$ cat src/rtl/mips_ctrl_pkg.sv
`default_nettype none
// ============================================================================
//  Module      : mips_ctrl_pkg
//  Description : Shared encodings for the five-stage MIPS pipeline controller.
//                Opcode/funct/rt constants, select-field encodings, the
//                per-instruction control bundle and the forwarding picker.
//  Revision    : 1.0  initial release
// ============================================================================
package mips_ctrl_pkg;

    // Primary opcodes
    localparam logic [5:0] C_OP_SPECIAL = 6'h00;
    localparam logic [5:0] C_OP_REGIMM  = 6'h01;
    localparam logic [5:0] C_OP_J       = 6'h02;
    localparam logic [5:0] C_OP_JAL     = 6'h03;
    localparam logic [5:0] C_OP_BEQ     = 6'h04;
    localparam logic [5:0] C_OP_BNE     = 6'h05;
    localparam logic [5:0] C_OP_ADDI    = 6'h08;
    localparam logic [5:0] C_OP_ADDIU   = 6'h09;
    localparam logic [5:0] C_OP_ORI     = 6'h0d;
    localparam logic [5:0] C_OP_LUI     = 6'h0f;
    localparam logic [5:0] C_OP_LW      = 6'h23;
    localparam logic [5:0] C_OP_SW      = 6'h2b;

    // SPECIAL funct codes
    localparam logic [5:0] C_FN_SLL   = 6'h00;
    localparam logic [5:0] C_FN_SRL   = 6'h02;
    localparam logic [5:0] C_FN_JR    = 6'h08;
    localparam logic [5:0] C_FN_MOVZ  = 6'h0a;
    localparam logic [5:0] C_FN_MFHI  = 6'h10;
    localparam logic [5:0] C_FN_MTHI  = 6'h11;
    localparam logic [5:0] C_FN_MFLO  = 6'h12;
    localparam logic [5:0] C_FN_MTLO  = 6'h13;
    localparam logic [5:0] C_FN_MULT  = 6'h18;
    localparam logic [5:0] C_FN_MULTU = 6'h19;
    localparam logic [5:0] C_FN_DIV   = 6'h1a;
    localparam logic [5:0] C_FN_DIVU  = 6'h1b;
    localparam logic [5:0] C_FN_ADD   = 6'h20;
    localparam logic [5:0] C_FN_ADDU  = 6'h21;
    localparam logic [5:0] C_FN_SUB   = 6'h22;
    localparam logic [5:0] C_FN_SUBU  = 6'h23;
    localparam logic [5:0] C_FN_AND   = 6'h24;
    localparam logic [5:0] C_FN_OR    = 6'h25;
    localparam logic [5:0] C_FN_XOR   = 6'h26;

    // REGIMM rt code
    localparam logic [4:0] C_RT_BGEZAL = 5'h11;

    // Destination register select
    localparam logic [1:0] C_DST_RT = 2'd0;
    localparam logic [1:0] C_DST_RD = 2'd1;
    localparam logic [1:0] C_DST_RA = 2'd2;

    // Branch comparison select
    localparam logic [1:0] C_CMP_EQ  = 2'd0;
    localparam logic [1:0] C_CMP_NE  = 2'd1;
    localparam logic [1:0] C_CMP_GEZ = 2'd2;

    // ALU B-operand / shift select
    localparam logic [1:0] C_SRC_IMM = 2'd0;
    localparam logic [1:0] C_SRC_RT  = 2'd1;
    localparam logic [1:0] C_SRC_SLL = 2'd2;
    localparam logic [1:0] C_SRC_SRL = 2'd3;

    // HI/LO access select
    localparam logic [1:0] C_HL_MFHI = 2'd0;
    localparam logic [1:0] C_HL_MFLO = 2'd1;
    localparam logic [1:0] C_HL_MTHI = 2'd2;
    localparam logic [1:0] C_HL_MTLO = 2'd3;

    // Result-availability class
    localparam logic [1:0] C_TNEW_NONE = 2'd0;
    localparam logic [1:0] C_TNEW_ALU  = 2'd1;
    localparam logic [1:0] C_TNEW_LOAD = 2'd2;

    typedef enum logic [2:0] {
        ALU_ADD = 3'd0,
        ALU_SUB = 3'd1,
        ALU_AND = 3'd2,
        ALU_OR  = 3'd3,
        ALU_XOR = 3'd4,
        ALU_SLL = 3'd5,
        ALU_SRL = 3'd6,
        ALU_LUI = 3'd7
    } alu_ctrl_t;

    typedef enum logic [1:0] {
        NPC_PC4 = 2'd0,
        NPC_J   = 2'd1,
        NPC_JR  = 2'd2
    } npc_sel_t;

    typedef enum logic [1:0] {
        DTR_ALU  = 2'd0,
        DTR_DM   = 2'd1,
        DTR_PC8  = 2'd2,
        DTR_HILO = 2'd3
    } dtr_t;

    typedef enum logic [1:0] {
        FWD_RF = 2'd0,
        FWD_M  = 2'd1,
        FWD_W  = 2'd2
    } fwd_t;

    // All-zero is a nop: no write, no memory access, no MDU activity.
    typedef struct packed {
        logic [4:0] rs;
        logic [4:0] rt;
        logic [4:0] waddr;
        logic       use_rs;
        logic       use_rt;
        logic       rs_in_d;
        logic       rt_in_d;
        logic [1:0] t_new;
        logic [1:0] reg_dst;
        npc_sel_t   npc_sel;
        logic [1:0] compare_sel;
        logic       pc_mux_sel;
        logic       ext_op;
        logic [1:0] alu_src;
        alu_ctrl_t  alu_ctrl;
        logic       is_mdu;
        logic       mdu_start;
        logic [1:0] mdu_op;
        logic [1:0] hilo_sel;
        logic       mem_write;
        logic       mem_read;
        logic       reg_write;
        dtr_t       data_to_reg;
    } ctrl_bundle_t;

    // M wins over W; a load sitting in M has no data yet, so it is skipped
    // (the stall logic guarantees nobody actually needs it there).
    function automatic fwd_t fwd_pick(input logic [4:0] src,
                                      input ctrl_bundle_t m,
                                      input ctrl_bundle_t w);
        fwd_t sel;
        sel = FWD_RF;
        if (src != 5'd0) begin
            if (m.waddr == src && m.t_new != C_TNEW_LOAD) begin
                sel = FWD_M;
            end else if (w.waddr == src) begin
                sel = FWD_W;
            end
        end
        return sel;
    endfunction

endpackage
`default_nettype wire

$ cat src/rtl/mips_instr_dec.sv
`default_nettype none
// ============================================================================
//  Module      : mips_instr_dec
//  Description : Combinational instruction decoder. Maps a 32-bit MIPS
//                instruction onto a ctrl_bundle_t; unsupported encodings
//                produce the all-zero nop bundle (apart from raw rs/rt).
//  Ports       : instr_i  - instruction word
//                bundle_o - decoded control bundle
//  Revision    : 1.0  initial release
// ============================================================================
module mips_instr_dec
    import mips_ctrl_pkg::*;
(
    input  logic [31:0]  instr_i,
    output ctrl_bundle_t bundle_o
);

    logic [5:0]   w_op;
    logic [4:0]   w_rs;
    logic [4:0]   w_rt;
    logic [4:0]   w_rd;
    logic [5:0]   w_fn;
    logic         w_wr;
    logic [1:0]   w_dst;
    ctrl_bundle_t w_b;
    logic         w_unused;

    assign w_op     = instr_i[31:26];
    assign w_rs     = instr_i[25:21];
    assign w_rt     = instr_i[20:16];
    assign w_rd     = instr_i[15:11];
    assign w_fn     = instr_i[5:0];
    assign w_unused = ^instr_i[10:6];   // shamt is consumed by the datapath

    always_comb begin
        w_b             = '0;
        w_b.rs          = w_rs;
        w_b.rt          = w_rt;
        w_b.npc_sel     = NPC_PC4;
        w_b.alu_ctrl    = ALU_ADD;
        w_b.data_to_reg = DTR_ALU;
        w_wr            = 1'b0;
        w_dst           = C_DST_RT;

        case (w_op)
            C_OP_SPECIAL: begin
                case (w_fn)
                    C_FN_ADD, C_FN_ADDU, C_FN_SUB, C_FN_SUBU,
                    C_FN_AND, C_FN_OR, C_FN_XOR, C_FN_MOVZ: begin
                        w_b.use_rs  = 1'b1;
                        w_b.use_rt  = 1'b1;
                        w_b.alu_src = C_SRC_RT;
                        w_wr        = 1'b1;
                        w_dst       = C_DST_RD;
                        case (w_fn)
                            C_FN_SUB, C_FN_SUBU: w_b.alu_ctrl = ALU_SUB;
                            C_FN_AND:            w_b.alu_ctrl = ALU_AND;
                            C_FN_OR:             w_b.alu_ctrl = ALU_OR;
                            C_FN_XOR:            w_b.alu_ctrl = ALU_XOR;
                            // movz only commits when rt==0, so rs+rt == rs.
                            default:             w_b.alu_ctrl = ALU_ADD;
                        endcase
                    end
                    C_FN_SLL, C_FN_SRL: begin
                        w_b.use_rt   = 1'b1;
                        w_b.alu_src  = (w_fn == C_FN_SLL) ? C_SRC_SLL : C_SRC_SRL;
                        w_b.alu_ctrl = (w_fn == C_FN_SLL) ? ALU_SLL : ALU_SRL;
                        w_wr         = 1'b1;
                        w_dst        = C_DST_RD;
                    end
                    C_FN_JR: begin
                        w_b.use_rs  = 1'b1;
                        w_b.rs_in_d = 1'b1;
                        w_b.npc_sel = NPC_JR;
                    end
                    C_FN_MFHI, C_FN_MFLO: begin
                        w_b.is_mdu      = 1'b1;
                        w_b.hilo_sel    = (w_fn == C_FN_MFHI) ? C_HL_MFHI : C_HL_MFLO;
                        w_b.data_to_reg = DTR_HILO;
                        w_wr            = 1'b1;
                        w_dst           = C_DST_RD;
                    end
                    C_FN_MTHI, C_FN_MTLO: begin
                        w_b.is_mdu   = 1'b1;
                        w_b.use_rs   = 1'b1;
                        w_b.hilo_sel = (w_fn == C_FN_MTHI) ? C_HL_MTHI : C_HL_MTLO;
                    end
                    C_FN_MULT, C_FN_MULTU, C_FN_DIV, C_FN_DIVU: begin
                        w_b.is_mdu    = 1'b1;
                        w_b.use_rs    = 1'b1;
                        w_b.use_rt    = 1'b1;
                        w_b.mdu_start = 1'b1;
                        w_b.mdu_op    = w_fn[1:0];  // 18..1b -> mult,multu,div,divu
                    end
                    default: ;
                endcase
            end
            C_OP_REGIMM: begin
                if (w_rt == C_RT_BGEZAL) begin
                    w_b.use_rs      = 1'b1;
                    w_b.rs_in_d     = 1'b1;
                    w_b.compare_sel = C_CMP_GEZ;
                    w_b.pc_mux_sel  = 1'b1;
                    w_b.ext_op      = 1'b1;
                    w_b.data_to_reg = DTR_PC8;
                    w_wr            = 1'b1;
                    w_dst           = C_DST_RA;
                end
            end
            C_OP_J: begin
                w_b.npc_sel = NPC_J;
            end
            C_OP_JAL: begin
                w_b.npc_sel     = NPC_J;
                w_b.data_to_reg = DTR_PC8;
                w_wr            = 1'b1;
                w_dst           = C_DST_RA;
            end
            C_OP_BEQ, C_OP_BNE: begin
                w_b.use_rs      = 1'b1;
                w_b.use_rt      = 1'b1;
                w_b.rs_in_d     = 1'b1;
                w_b.rt_in_d     = 1'b1;
                w_b.compare_sel = (w_op == C_OP_BEQ) ? C_CMP_EQ : C_CMP_NE;
                w_b.pc_mux_sel  = 1'b1;
                w_b.ext_op      = 1'b1;
            end
            C_OP_ADDI, C_OP_ADDIU: begin
                w_b.use_rs = 1'b1;
                w_b.ext_op = 1'b1;
                w_wr       = 1'b1;
            end
            C_OP_ORI: begin
                w_b.use_rs   = 1'b1;
                w_b.alu_ctrl = ALU_OR;
                w_wr         = 1'b1;
            end
            C_OP_LUI: begin
                w_b.alu_ctrl = ALU_LUI;
                w_wr         = 1'b1;
            end
            C_OP_LW: begin
                w_b.use_rs      = 1'b1;
                w_b.ext_op      = 1'b1;
                w_b.mem_read    = 1'b1;
                w_b.data_to_reg = DTR_DM;
                w_wr            = 1'b1;
            end
            C_OP_SW: begin
                w_b.use_rs    = 1'b1;
                w_b.use_rt    = 1'b1;
                w_b.ext_op    = 1'b1;
                w_b.mem_write = 1'b1;
            end
            default: ;
        endcase

        if (w_wr) begin
            w_b.reg_write = 1'b1;
            w_b.reg_dst   = w_dst;
            case (w_dst)
                C_DST_RD: w_b.waddr = w_rd;
                C_DST_RA: w_b.waddr = 5'd31;
                default:  w_b.waddr = w_rt;
            endcase
            w_b.t_new = w_b.mem_read ? C_TNEW_LOAD : C_TNEW_ALU;
        end
    end

    assign bundle_o = w_b;

endmodule
`default_nettype wire

$ cat src/rtl/mips_pipe_ctrl.sv
`default_nettype none
// ============================================================================
//  Module      : mips_pipe_ctrl
//  Description : Pipeline controller for the five-stage MIPS core. Decodes D,
//                carries control bundles through E/M/W, detects load-use,
//                branch and MDU hazards, and produces forwarding selects.
//  Ports       : clk, rst_n (async, active-low), instr_d (D instruction)
//                stall            - hold PC/IF-ID, bubble into E
//                *_d              - combinational D-stage decode
//                *_e, *_m, *_w    - registered per-stage controls
//                fwd_{rs,rt}_{d,e}- 0 RF/pipe, 1 M result, 2 W result
//  Revision    : 1.0  initial release
// ============================================================================
module mips_pipe_ctrl
    import mips_ctrl_pkg::*;
#(
    parameter int MUL_LAT = 5,
    parameter int DIV_LAT = 10,
    parameter int CNT_W   = 4
)(
    input  logic        clk,
    input  logic        rst_n,
    input  logic [31:0] instr_d,
    output logic        stall,
    output logic [1:0]  reg_dst_d,
    output logic [1:0]  npc_sel_d,
    output logic [1:0]  compare_sel_d,
    output logic        pc_mux_sel_d,
    output logic        ext_op_d,
    output logic [1:0]  alu_src_e,
    output logic [2:0]  alu_ctrl_e,
    output logic        mdu_start_e,
    output logic [1:0]  mdu_op_e,
    output logic [1:0]  hilo_sel_e,
    output logic        mem_write_m,
    output logic        mem_read_m,
    output logic        reg_write_w,
    output logic [1:0]  data_to_reg_w,
    output logic [4:0]  waddr_e,
    output logic [4:0]  waddr_m,
    output logic [4:0]  waddr_w,
    output logic [1:0]  fwd_rs_d,
    output logic [1:0]  fwd_rt_d,
    output logic [1:0]  fwd_rs_e,
    output logic [1:0]  fwd_rt_e
);

    localparam logic [CNT_W-1:0] C_MUL_LOAD = CNT_W'(MUL_LAT - 1);
    localparam logic [CNT_W-1:0] C_DIV_LOAD = CNT_W'(DIV_LAT - 1);

    ctrl_bundle_t     w_dec;
    ctrl_bundle_t     e_q, e_d;
    ctrl_bundle_t     m_q;
    ctrl_bundle_t     w_q;
    logic [CNT_W-1:0] busy_cnt_q, busy_cnt_d;

    logic w_load_use;
    logic w_branch_rs;
    logic w_branch_rt;
    logic w_mdu_stall;
    logic w_unused;

    mips_instr_dec u_dec (
        .instr_i  (instr_d),
        .bundle_o (w_dec)
    );

    // ---------------------------------------------------------------- hazards
    always_comb begin
        w_load_use = (e_q.t_new == C_TNEW_LOAD) && (e_q.waddr != 5'd0) &&
                     ((w_dec.use_rs && w_dec.rs == e_q.waddr) ||
                      (w_dec.use_rt && w_dec.rt == e_q.waddr));

        // Operand compared in D: any producer in E, or a load still in M.
        w_branch_rs = w_dec.rs_in_d && (w_dec.rs != 5'd0) &&
                      ((e_q.waddr == w_dec.rs && e_q.t_new != C_TNEW_NONE) ||
                       (m_q.waddr == w_dec.rs && m_q.t_new == C_TNEW_LOAD));
        w_branch_rt = w_dec.rt_in_d && (w_dec.rt != 5'd0) &&
                      ((e_q.waddr == w_dec.rt && e_q.t_new != C_TNEW_NONE) ||
                       (m_q.waddr == w_dec.rt && m_q.t_new == C_TNEW_LOAD));

        w_mdu_stall = w_dec.is_mdu && (e_q.mdu_start || busy_cnt_q != '0);

        stall = w_load_use || w_branch_rs || w_branch_rt || w_mdu_stall;
    end

    // ------------------------------------------------------------- next state
    always_comb begin
        e_d = stall ? ctrl_bundle_t'('0) : w_dec;

        busy_cnt_d = busy_cnt_q;
        if (e_q.mdu_start) begin
            busy_cnt_d = e_q.mdu_op[1] ? C_DIV_LOAD : C_MUL_LOAD;
        end else if (busy_cnt_q != '0) begin
            busy_cnt_d = busy_cnt_q - CNT_W'(1);
        end
    end

    always_ff @(posedge clk or negedge rst_n) begin
        if (!rst_n) begin
            e_q        <= '0;
            m_q        <= '0;
            w_q        <= '0;
            busy_cnt_q <= '0;
        end else begin
            e_q        <= e_d;
            m_q        <= e_q;
            w_q        <= m_q;
            busy_cnt_q <= busy_cnt_d;
        end
    end

    // ---------------------------------------------------------------- outputs
    assign reg_dst_d     = w_dec.reg_dst;
    assign npc_sel_d     = w_dec.npc_sel;
    assign compare_sel_d = w_dec.compare_sel;
    assign pc_mux_sel_d  = w_dec.pc_mux_sel;
    assign ext_op_d      = w_dec.ext_op;

    assign alu_src_e     = e_q.alu_src;
    assign alu_ctrl_e    = e_q.alu_ctrl;
    assign mdu_start_e   = e_q.mdu_start;
    assign mdu_op_e      = e_q.mdu_op;
    assign hilo_sel_e    = e_q.hilo_sel;
    assign waddr_e       = e_q.waddr;

    assign mem_write_m   = m_q.mem_write;
    assign mem_read_m    = m_q.mem_read;
    assign waddr_m       = m_q.waddr;

    assign reg_write_w   = w_q.reg_write;
    assign data_to_reg_w = w_q.data_to_reg;
    assign waddr_w       = w_q.waddr;

    assign fwd_rs_d      = fwd_pick(w_dec.rs, m_q, w_q);
    assign fwd_rt_d      = fwd_pick(w_dec.rt, m_q, w_q);
    assign fwd_rs_e      = fwd_pick(e_q.rs, m_q, w_q);
    assign fwd_rt_e      = fwd_pick(e_q.rt, m_q, w_q);

    // Bundle fields that only matter in other stages.
    assign w_unused = ^{w_dec, e_q, m_q, w_q};

endmodule
`default_nettype wire

$ cat config.mk
export PLATFORM = sky130hd
export DESIGN_NAME = mips_pipe_ctrl
export DESIGN_NICKNAME = d
export VERILOG_FILES = /design/src/rtl/mips_ctrl_pkg.sv /design/src/rtl/mips_instr_dec.sv /design/src/rtl/mips_pipe_ctrl.sv
export SDC_FILE = /design/constraint.sdc
export NUM_CORES = 1
export LEC_CHECK = 0
export BUFFER_PORTS_ARGS = -buffer_cell sky130_fd_sc_hd__buf_2
export CORE_ASPECT_RATIO = 0.5
export CORE_MARGIN = 5
export CORE_UTILIZATION = 55
export CTS_CLUSTER_SIZE = 16
export DETAILED_ROUTE_END_ITERATION = 8
export PLACE_DENSITY = 0.88
export REMOVE_ABC_BUFFERS = 1
export SYNTH_ARGS = -nofsm -noshare
export SYNTH_HDL_FRONTEND = slang
export SYNTH_HIERARCHICAL = 1
export SYNTH_SLANG_ARGS = --single-unit
$ cat constraint.sdc
create_clock -name clk -period 4.6 [get_ports clk]
set_clock_uncertainty 0.2 [all_clocks]
set_input_delay 0.92 -clock clk [delete_from_list [all_inputs] [get_ports clk]]
set_output_delay 0.92 -clock clk [all_outputs]
set_load 0.01 [all_outputs]
# --- Word-level counts from Yosys, hierarchy flattened ---
# Cells that the tools add are included.
totals:
  regBits: 56
op_classes:
  addsub: 1
  eq_ne: 47
  muxes: 56
  n_reduce_logical: 50
op_table:
  columns: ["operator", "count"]
  rows:
  - ["equality test 5 bit", 12]
  - ["equality test 6 bit (second input constant)", 9]
  - ["equality test 6 x 5 -> 1 bit (second input constant)", 8]
  - ["2-to-1 mux 45 bit", 1]
  - ["equality test 6 x 4 -> 1 bit (second input constant)", 6]
  - ["2-to-1 mux 2 bit", 18]
  - ["nonzero test 5 bit", 5]
  - ["2-to-1 mux 4 bit", 5]
  - ["one-hot mux 5 bit (2 select lines)", 2]
  - ["equality test 6 x 2 -> 1 bit (second input constant)", 3]
  - ["logical AND 1 bit", 17]
  - ["OR reduction 8 bit", 2]
  - ["2-to-1 mux 1 bit", 15]
  - ["OR reduction 15 bit", 1]
  - ["OR reduction 14 bit", 1]
  - ["equality test 6 x 3 -> 1 bit (second input constant)", 2]
  - ["zero test 6 bit", 2]
  - ["one-hot mux 3 bit (4 select lines)", 1]
  - ["OR reduction 12 bit", 1]
  - ["OR reduction 2 bit", 6]
  - ["OR reduction 6 bit", 2]
  - ["one-hot mux 1 bit (3 select lines)", 3]
  - ["one-hot mux 3 bit (3 select lines)", 1]
  - ["one-hot mux 2 bit (2 select lines)", 2]
  - ["other kinds (19)", 29]

# --- Logic depth before layout (Yosys ltp) ---
# Gate-level depths: netlist of the first run.
depth:
  word_depth: 11
  depth_mapped: 12
  depth_no_buf: 11

# --- By module ---
# The synthesis of the first run kept the hierarchy.
by_module_without_submodules:
  columns: ["mod", "instances", "cells_per_inst", "area_each_um2"]
  rows:
  - ["mips_pipe_ctrl", 1, 299, 3179.3]
  - ["mips_instr_dec", 1, 140, 897.1]

# --- Worst setup path after synthesis of the first run ---
# OpenSTA, ideal clock, no wires.
synth_path:
  path_type: "input to output"
  start: "input instr_d[29]"
  end: "output stall"
  t_arrival_ns: 3.006
  setup_slack_ns: 0.474
  stages: 9
  path_cell_list: "or4_4 nor4_4 and4_2 or2_1 nand3b_1 or4b_1 clkbuf_1 o21ai_1 or4_1"
synth_rtl:
  columns: ["element", "line_no", "text"]
  rows:
  - ["from (decl)", "mips_pipe_ctrl.sv:23", "input logic [31:0] instr_d,"]
  - ["to (decl)", "mips_pipe_ctrl.sv:24", "output logic stall,"]

==> qor.csv, run 1 <==
stage,metric,value,unit
global_route,track_usage,0.205,
synthesis,netlist_area,4080,um2
clock_tree,clock_sinks,56,
detailed_routing,drc,0,
synthesis,synthFlopType,dfrtp_1,
sta,slew_violations,0,
die,die_area,9340,um2
hold_path,holdCritPathClass,flop to flop,
power,ir_drop,0.150,mV
die,rows,22,
global_route,grt-ovfl-total,0,
sta,period_minus_slack,4.38,ns
synthesis,ys_types,62,
critical_path,max_stage_delay,0.53,ns
sta,setup_viol_count_final,0,
synthesis,synth_edf_count,0,
placement,portBuffers,75,
sta,setup_ws,0.217,ns
layout,diodes,0,
die,core_area,7270,um2
power,p_leak,2.00,nW
power,swShare,0.273,
power,power,1.16,mW
layout,area_growth_syn_to_layout,8.29,%
clock_tree,cts_hold_buf,0,
critical_path,end_kind,output port,
synthesis,yosys_register_bits,56,
clock_tree,clock-root-buffer,clkbuf_16,
global_route,grt_max_degree,57,
sta,fin_crit_sh,0.953,
die,start_util,0.561,
detailed_routing,wl_per_cell,17.4,um
clock_tree,clk_pin_slew_worst_paths,0.06,ns
die,die_w,132,um
critical_path,cp_common_cell,buf_2,
power,clkPwrFrac,0.320,
power,p_int,842,uW
clock_tree,clk_latency,0.29,ns
power,powerDensity,262,nW/um2
die,ios,81,
global_route,antenna_found_initial,0,
critical_path,path_class,input port to output port,
placement,gp_congestion,0.959,
critical_path,crit_fanout,7,
critical_path,r2r_start,waddr_e[1]$_DFF_PN0_,
synthesis,synthCells,439,
clock_tree,clock_path_buffers,2,
layout,final_nets,506,
critical_path,start_kind,input port,
sta,tightest_slew,0.675,ns
power,seqPwrFrac,0.480,
critical_path,slowest_stage,or4_4,
global_route,grt_pass1_wl,15900,um
sta,final.setup.tns,0,ns
sta,hold_viol,0,
sta,fmax,228,MHz
detailed_routing,dr.pass1.iters,5,
global_route,grt_pass1_vias,3084,
critical_path,reg2reg_to,e_q[0]$_DFF_PN0_,
detailed_routing,wl,9830,um
placement,dp_slack,0.240,ns
detailed_routing,vias,3407,
sta,max_slew_margin,0.550,
layout,layout-drive-gt1-share,0.290,
synthesis,async_reset_ff_frac,1.00,
synthesis,synth-seq-area-share,0.344,
critical_path,crit_end,stall,
power,power.switching,316,uW
flow_run,max_cap_viol_count,0,
critical_path,cp.arrival,3.26,ns
synthesis,syn_area_per_cell,9.29,um2
critical_path,r2r_slack,2.11,ns
critical_path,reg2reg_depth,5,
critical_path,cp.required,3.48,ns
run_status,outcome,"complete, no violations",
die,die_h,70.9,um
synthesis,ys_warn_count,6,
detailed_routing,final_antenna_net_count,0,
clock_tree,cts_buffers,5,
detailed_routing,vias_per_cell,6.03,
critical_path,crit_chain,"buf_2, or4_4, nor4_4, and4_2, or2_1, nand3b_1, or4b_1, o21ai_1, or4_1, buf_2",
clock_tree,ctsHtreeMaxLevel,2,
placement,dp_hpwl,7190,um
detailed_routing,first_iter_violations,246,
sta,rsz0062_at_grt,false,
clock_tree,cts_setup_buffers,0,
layout,n_fill_cell,607,
power,p_comb_frac,0.200,
critical_path,cp-startpoint,instr_d[31],
clock_tree,cts_tree,built,
clock_tree,ctsResizeCount,0,
metal layers:
| layer | part of all wire | vias up | GRT usage |
|---|---|---|---|
| met5 | 0 | - | 0 |
| met4 | 0.017 | 0 | 0.0536 |
| met3 | 0.059 | 21 | 0.0291 |
| met2 | 0.46 | 142 | 0.324 |
| met1 | 0.46 | 1618 | 0.298 |
| li1 | - | 1626 | - |
final cells by class:
type	count	area [um2]	share of cell area
clock buffer	8	146	0.0332
sequential	56	1400	0.317
inverter	13	48.8	0.0111
tap	96	120	0.0272
multi-input combinational	305	2230	0.506
timing repair buffer	87	465	0.105
worst min-delay path by stage:
| stage | start | endpoint | cells past startpoint |
|---|---|---|---|
| after floorplan | m_q[0]$_DFF_PN0_ | data_to_reg_w[0]$_DFF_PN0_ | 0 |
| after global placement | e_q[0]$_DFF_PN0_ | m_q[0]$_DFF_PN0_ | 0 |
| after detailed placement | m_q[1]$_DFF_PN0_ | data_to_reg_w[1]$_DFF_PN0_ | 0 |
| after CTS | e_q[2]$_DFF_PN0_ | m_q[2]$_DFF_PN0_ | 0 |
| after global routing | m_q[0]$_DFF_PN0_ | data_to_reg_w[0]$_DFF_PN0_ | 0 |
| final | m_q[0]$_DFF_PN0_ | data_to_reg_w[0]$_DFF_PN0_ | 0 |
critical path, delay by kind of cell:
family	cells	cell delay (ns)
AND/OR/NAND/NOR	7	1.93
buffers and inverters	2	0.27
AO/OA/AOI/OAI	1	0.13
placed cells by master (no fill, tap or decap), types with 3 or more instances in the layout:
| cell type | n |
|---|---|
| o21a_1 | 3 |
| nor2b_1 | 5 |
| buf_4 | 12 |
| nor3b_1 | 3 |
| buf_2 | 75 |
| nor4_2 | 21 |
| xor2_1 | 18 |
| xnor2_1 | 30 |
| nand2_1 | 12 |
| o31ai_1 | 5 |
| inv_1 | 13 |
| clkbuf_16 | 5 |
| o21ai_0 | 8 |
| nor2_1 | 28 |
| nand3_1 | 9 |
| and3_1 | 5 |
| ha_1 | 4 |
| a21oi_1 | 28 |
| nor4_1 | 16 |
| nor3_1 | 14 |
| or2_2 | 4 |
| nand3b_1 | 3 |
| o211ai_1 | 35 |
| or3_1 | 4 |
| dfrtp_1 | 56 |
| nand4_1 | 4 |
per-stage QoR:
stage               hold slack, ns  utilization  std cells  area [um2]
floorplan                    0.131            -        374        3640
global placement             0.134        0.586        557        4260
detailed placement           0.138        0.586        557        4260
CTS                          0.154        0.607        565        4410
global route                 0.170        0.607        565        4410
finish                       0.153        0.607        565        4410
power groups by stage:
stage | registers (mW) | logic (mW) | clock network (mW)
2_1_floorplan | 0.558 | 0.139 | 0
3_3_place_gp | 0.561 | 0.215 | 0
3_5_place_dp | 0.563 | 0.231 | 0
4_1_cts | 0.555 | 0.232 | 0.375
5_1_grt | 0.559 | 0.257 | 0.396
6_report | 0.555 | 0.232 | 0.371
logic make-up (layout without fill, tap and decap cells):
logic type / after synthesis / count (layout) / share of synthesized area
compound gates: 101 / 101 / 0.173
flops: 56 / 56 / 0.344
mux: 1 / 1 / 0.00276
fa+ha+maj: 4 / 4 / 0.0123
simple gates: 151 / 151 / 0.247
xor+xnor: 48 / 48 / 0.103
buf+inv: 78 / 108 / 0.118
flip-flops by register name, summed over array words and instances (netlist names):
signal,flops
e_q,17
mem_write_m,1
mem_read_m,1
m_q,5
mdu_op_e,2
hilo_sel_e,2
waddr_w,5
waddr_e,5
reg_write_w,1
mdu_start_e,1
data_to_reg_w,2
alu_ctrl_e,3
alu_src_e,2
waddr_m,5
busy_cnt_q,4
cells in the mapped netlist, types with 3 or more instances:
cell type | instances | area share
xnor2_1 | 30 | 0.064
o31ai_1 | 5 | 0.0092
nand3b_1 | 3 | 0.0055
dfrtp_1 | 56 | 0.34
and3_1 | 5 | 0.0077
nand4_1 | 4 | 0.0061
nand3_1 | 9 | 0.011
nor4_1 | 17 | 0.026
o21ai_0 | 8 | 0.0098
nor2_1 | 28 | 0.026
buf_4 | 30 | 0.055
nor4_2 | 20 | 0.061
buf_2 | 10 | 0.012
o21ai_1 | 3 | 0.0037
xor2_1 | 18 | 0.039
or2_2 | 4 | 0.0061
or3_1 | 4 | 0.0061
clkbuf_1 | 17 | 0.016
o211ai_1 | 35 | 0.064
o21a_1 | 3 | 0.0055
inv_1 | 13 | 0.012
clkbuf_8 | 5 | 0.017
nor3b_1 | 3 | 0.0055
ha_1 | 4 | 0.012
nor2b_1 | 5 | 0.0077
a21oi_1 | 28 | 0.034
nand2_1 | 12 | 0.011
nor3_1 | 15 | 0.018
(Power assumes the default switching activity.)
==> run 2: changes to the inputs <==
--- a/config.mk
+++ b/config.mk
@@ -5,6 +5,7 @@
 export SDC_FILE = /design/constraint.sdc
 export NUM_CORES = 1
 export LEC_CHECK = 0
+export ABC_AREA = 1
 export BUFFER_PORTS_ARGS = -buffer_cell sky130_fd_sc_hd__buf_2
 export CORE_ASPECT_RATIO = 0.5
 export CORE_MARGIN = 5
==> run 2 against run 1 <==
Against the previous run:
- setup slack improved by 0.63 ns
- highest routed layer unchanged
- utilization increased by 1.5 points
- die area shrank 6.1%
- via count fell by 3.3%
- largest power group unchanged
- first-iteration DRC count is 31% lower
- critical endpoint unchanged
==> qor.csv, run 2 <==
stage,metric,value,unit,change
clock_tree,ctsHtreeMaxLevel,2,,unchanged
synthesis,ys_types,40,,was 62
critical_path,cp.required,3.48,ns,about the same
global_route,grt_pass1_vias,3078,,was 3084
critical_path,cp.depth,13,,was 10
die,rows,21,,was 22
synthesis,synthFlopType,dfrtp_1,,unchanged
synthesis,async_reset_ff_frac,1.00,,unchanged
synthesis,yosysTopAreaCellShare,0.369,,was 0.344
sta,fin_crit_sh,0.816,,was 0.953
critical_path,end_kind,output port,,unchanged
critical_path,start_kind,input port,,unchanged
power,p_leak,2.40,nW,was 2.00 nW
critical_path,crit_chain,"buf_2, nor2_4, nand2_4, nor3_4, nand4_1, nand2_1, nor2_1, nand2_1, nand4_1, nand2_1, nand2_2, nand4_1, buf_2",,"was buf_2, or4_4, nor4_4, and4_2, or2_1, nand3b_1, or4b_1, o21ai_1, or4_1, buf_2"
die,start_util,0.567,,was 0.561
layout,final_nets,584,,was 506
layout,area_growth_syn_to_layout,9.88,%,was 8.29%
run_status,outcome,"complete, no violations",,unchanged
hold_path,holdPathEnd,m_q[2]$_DFF_PN0_,,was data_to_reg_w[0]$_DFF_PN0_
layout,n_fill_cell,592,,was 607
sta,setup_ws,0.848,ns,was 0.217 ns
layout,stdcell_count,639,,was 565
critical_path,cp.arrival,2.63,ns,was 3.26 ns
placement,dp_hpwl,6430,um,was 7190 um
synthesis,synthTopCellsByCount,"inv_1, nand2_1, dfrtp_1",,"was dfrtp_1, o211ai_1, buf_4, xnor2_1"
synthesis,synth_edf_count,0,,unchanged
detailed_routing,first_iter_violations,170,,was 246
hold_path,hold_path_depth,0,,unchanged
synthesis,synth-seq-area-share,0.369,,was 0.344
global_route,grt_max_degree,57,,unchanged
die,core_area,6700,um2,was 7270 um2
detailed_routing,final_antenna_net_count,0,,unchanged
sta,slew_violations,0,,unchanged
power,ir_drop,0.145,mV,was 0.150 mV
hold_path,holdCritPathClass,flop to flop,,unchanged
die,die_h,68.8,um,was 70.9 um
die,die_area,8770,um2,was 9340 um2
global_route,track_usage,0.201,,was 0.205
sta,period_minus_slack,3.75,ns,was 4.38 ns
critical_path,reg2reg_depth,9,,was 5
detailed_routing,dr.pass1.iters,6,,was 5
detailed_routing,wl,8490,um,was 9830 um
synthesis,syn_area_per_cell,7.56,um2,was 9.29 um2
detailed_routing,vias,3293,,was 3407
placement,gp_congestion,0.902,,was 0.959
critical_path,r2r_slack,2.42,ns,was 2.11 ns
clock_tree,clock_path_buffers,2,,unchanged
layout,final_cell_mix,"inv_1, nand2_1, buf_2, dfrtp_1, nor2_1",,"was buf_2, dfrtp_1, o211ai_1, xnor2_1"
detailed_routing,wl_per_cell,13.3,um,was 17.4 um
global_route,grt-ovfl-total,0,,unchanged
clock_tree,clk_pin_slew_worst_paths,0.06,ns,about the same
critical_path,cp_top_family,simple AND/OR/NAND/NOR gates,,unchanged
clock_tree,cts_hold_buf,0,,unchanged
sta,setup_viol_count_final,0,,unchanged
sta,rsz0062_at_grt,false,,unchanged
detailed_routing,drc,0,,unchanged
flow_run,max_cap_viol_count,0,,unchanged
clock_tree,cts_tree,built,,unchanged
placement,portBuffers,75,,unchanged
critical_path,crit_fanout,8,,was 7
critical_path,path_class,input port to output port,,unchanged
sta,tightest_slew,0.768,ns,was 0.675 ns
synthesis,synthTopCellsByArea,"dfrtp_1, inv_1, nand2_1",,"was dfrtp_1, o211ai_1, xnor2_1"
layout,largest_reg_flops,17,,unchanged
global_route,antenna_found_initial,0,,unchanged
critical_path,reg2reg_to,e_q[2]$_DFF_PN0_,,was e_q[0]$_DFF_PN0_
synthesis,yosys_register_bits,56,,unchanged
critical_path,r2r_start,waddr_e[3]$_DFF_PN0_,,was waddr_e[1]$_DFF_PN0_
synthesis,ys_warn_count,6,,unchanged
clock_tree,cts_setup_buffers,0,,unchanged
clock_tree,clock_sinks,56,,unchanged
layout,diodes,0,,unchanged
synthesis,yosysTopAreaCell,dfrtp_1,,unchanged
detailed_routing,vias_per_cell,5.15,,was 6.03
synthesis,synthCells,502,,was 439
critical_path,max_stage_delay,0.31,ns,was 0.53 ns
placement,dp_slack,0.857,ns,was 0.240 ns
synthesis,netlist_area,3800,um2,was 4080 um2
die,ios,81,,unchanged
critical_path,critical_path_buf_inv_count,2,,unchanged
clock_tree,clock-root-buffer,clkbuf_16,,unchanged
sta,hold_viol,0,,unchanged
sta,fmax,267,MHz,was 228 MHz
sta,max_slew_margin,0.486,,was 0.550
placement,place_inst,631,,was 557
layout,layout-drive-gt1-share,0.214,,was 0.290
hold_path,min_from,e_q[2]$_DFF_PN0_,,was m_q[0]$_DFF_PN0_
clock_tree,ctsResizeCount,0,,unchanged
global_route,grt_pass1_wl,14200,um,was 15900 um
clock_tree,clk_latency,0.29,ns,about the same
critical_path,slowest_stage,nor3_4,,was or4_4
layout,largest_register,e_q,,unchanged
sta,final.setup.tns,0,ns,unchanged
power,power,1.21,mW,was 1.16 mW
clock_tree,cts_buffers,5,,unchanged
power,powerDensity,290,nW/um2,was 262 nW/um2
die,die_w,128,um,was 132 um
## run 2: changes by cell type after synthesis, sizes merged, moves of 22 or more
cell and change:
a21oi -22, inv +87, nand2 +89, nor2 +23, nor3 +27, nor4 -35
o211ai -35
## run 2: logic make-up after synthesis
| group | after synthesis | share of synthesized area |
|---|---|---|
| and+or+nand+nor | 243 | 0.320 |
| buffers and inverters | 139 | 0.179 |
| DFF | 56 | 0.369 |
| xor gates and xnor gates | 32 | 0.0738 |
| AOI/OAI and AO/OA | 28 | 0.0451 |
| adders and majority gates | 4 | 0.0132 |
## run 2: worst register-to-register path, cell delays in order, from the launching register on
cell	delay (ns)
dfrtp_1	0.44
inv_1	0.09
nand2_1	0.07
nand2_1	0.05
nor2_1	0.17
nand4_1	0.14
nand2_1	0.11
nand2_2	0.07
nand2_2	0.57
nor3_1	0.13
## run 2: worst max path at each step
stage / slack [ns] / startpoint / to
final: 0.85 / instr_d[31] / stall
after global routing: 0.67 / instr_d[2] / stall
after CTS: 0.84 / instr_d[28] / stall
after detailed placement: 0.86 / instr_d[28] / stall
after global placement: 0.91 / instr_d[28] / stall
after floorplan: 1.29 / instr_d[28] / stall
## run 2: stage by stage
step	hold slack [ns]	utilization	instance area [um2]
detailed placement	0.135	0.596	3990
global route	0.155	0.623	4170
floorplan	0.131	-	3490
finish	0.148	0.623	4170
global placement	0.132	0.596	3990
CTS	0.151	0.623	4170
## run 2: layer usage
metal  global-route usage  vias to the layer above  share of wire
li1                     -                     1629              -
met1                0.268                     1522           0.45
met2                0.338                      119           0.46
met3               0.0362                       23          0.061
met4               0.0709                        0          0.022
met5                    0                        -              0
## run 2: cell type report
cell class / instances / area, um2 / area share
Clock inverter: 1 / 30.0 / 0.00720
Tap cell: 92 / 115 / 0.0276
Sequential cell: 56 / 1400 / 0.336
Multi-Input combinational cell: 307 / 1720 / 0.411
Clock buffer: 7 / 153 / 0.0366
Inverter: 100 / 375 / 0.0900
Timing Repair Buffer: 76 / 383 / 0.0918
## run 2: report_power, final
part           total, mW  switching (mW)  internal [mW]
combinational      0.213           0.128         0.0854
sequential         0.553          0.0284          0.524
clock              0.443           0.157          0.286
total               1.21           0.314          0.896
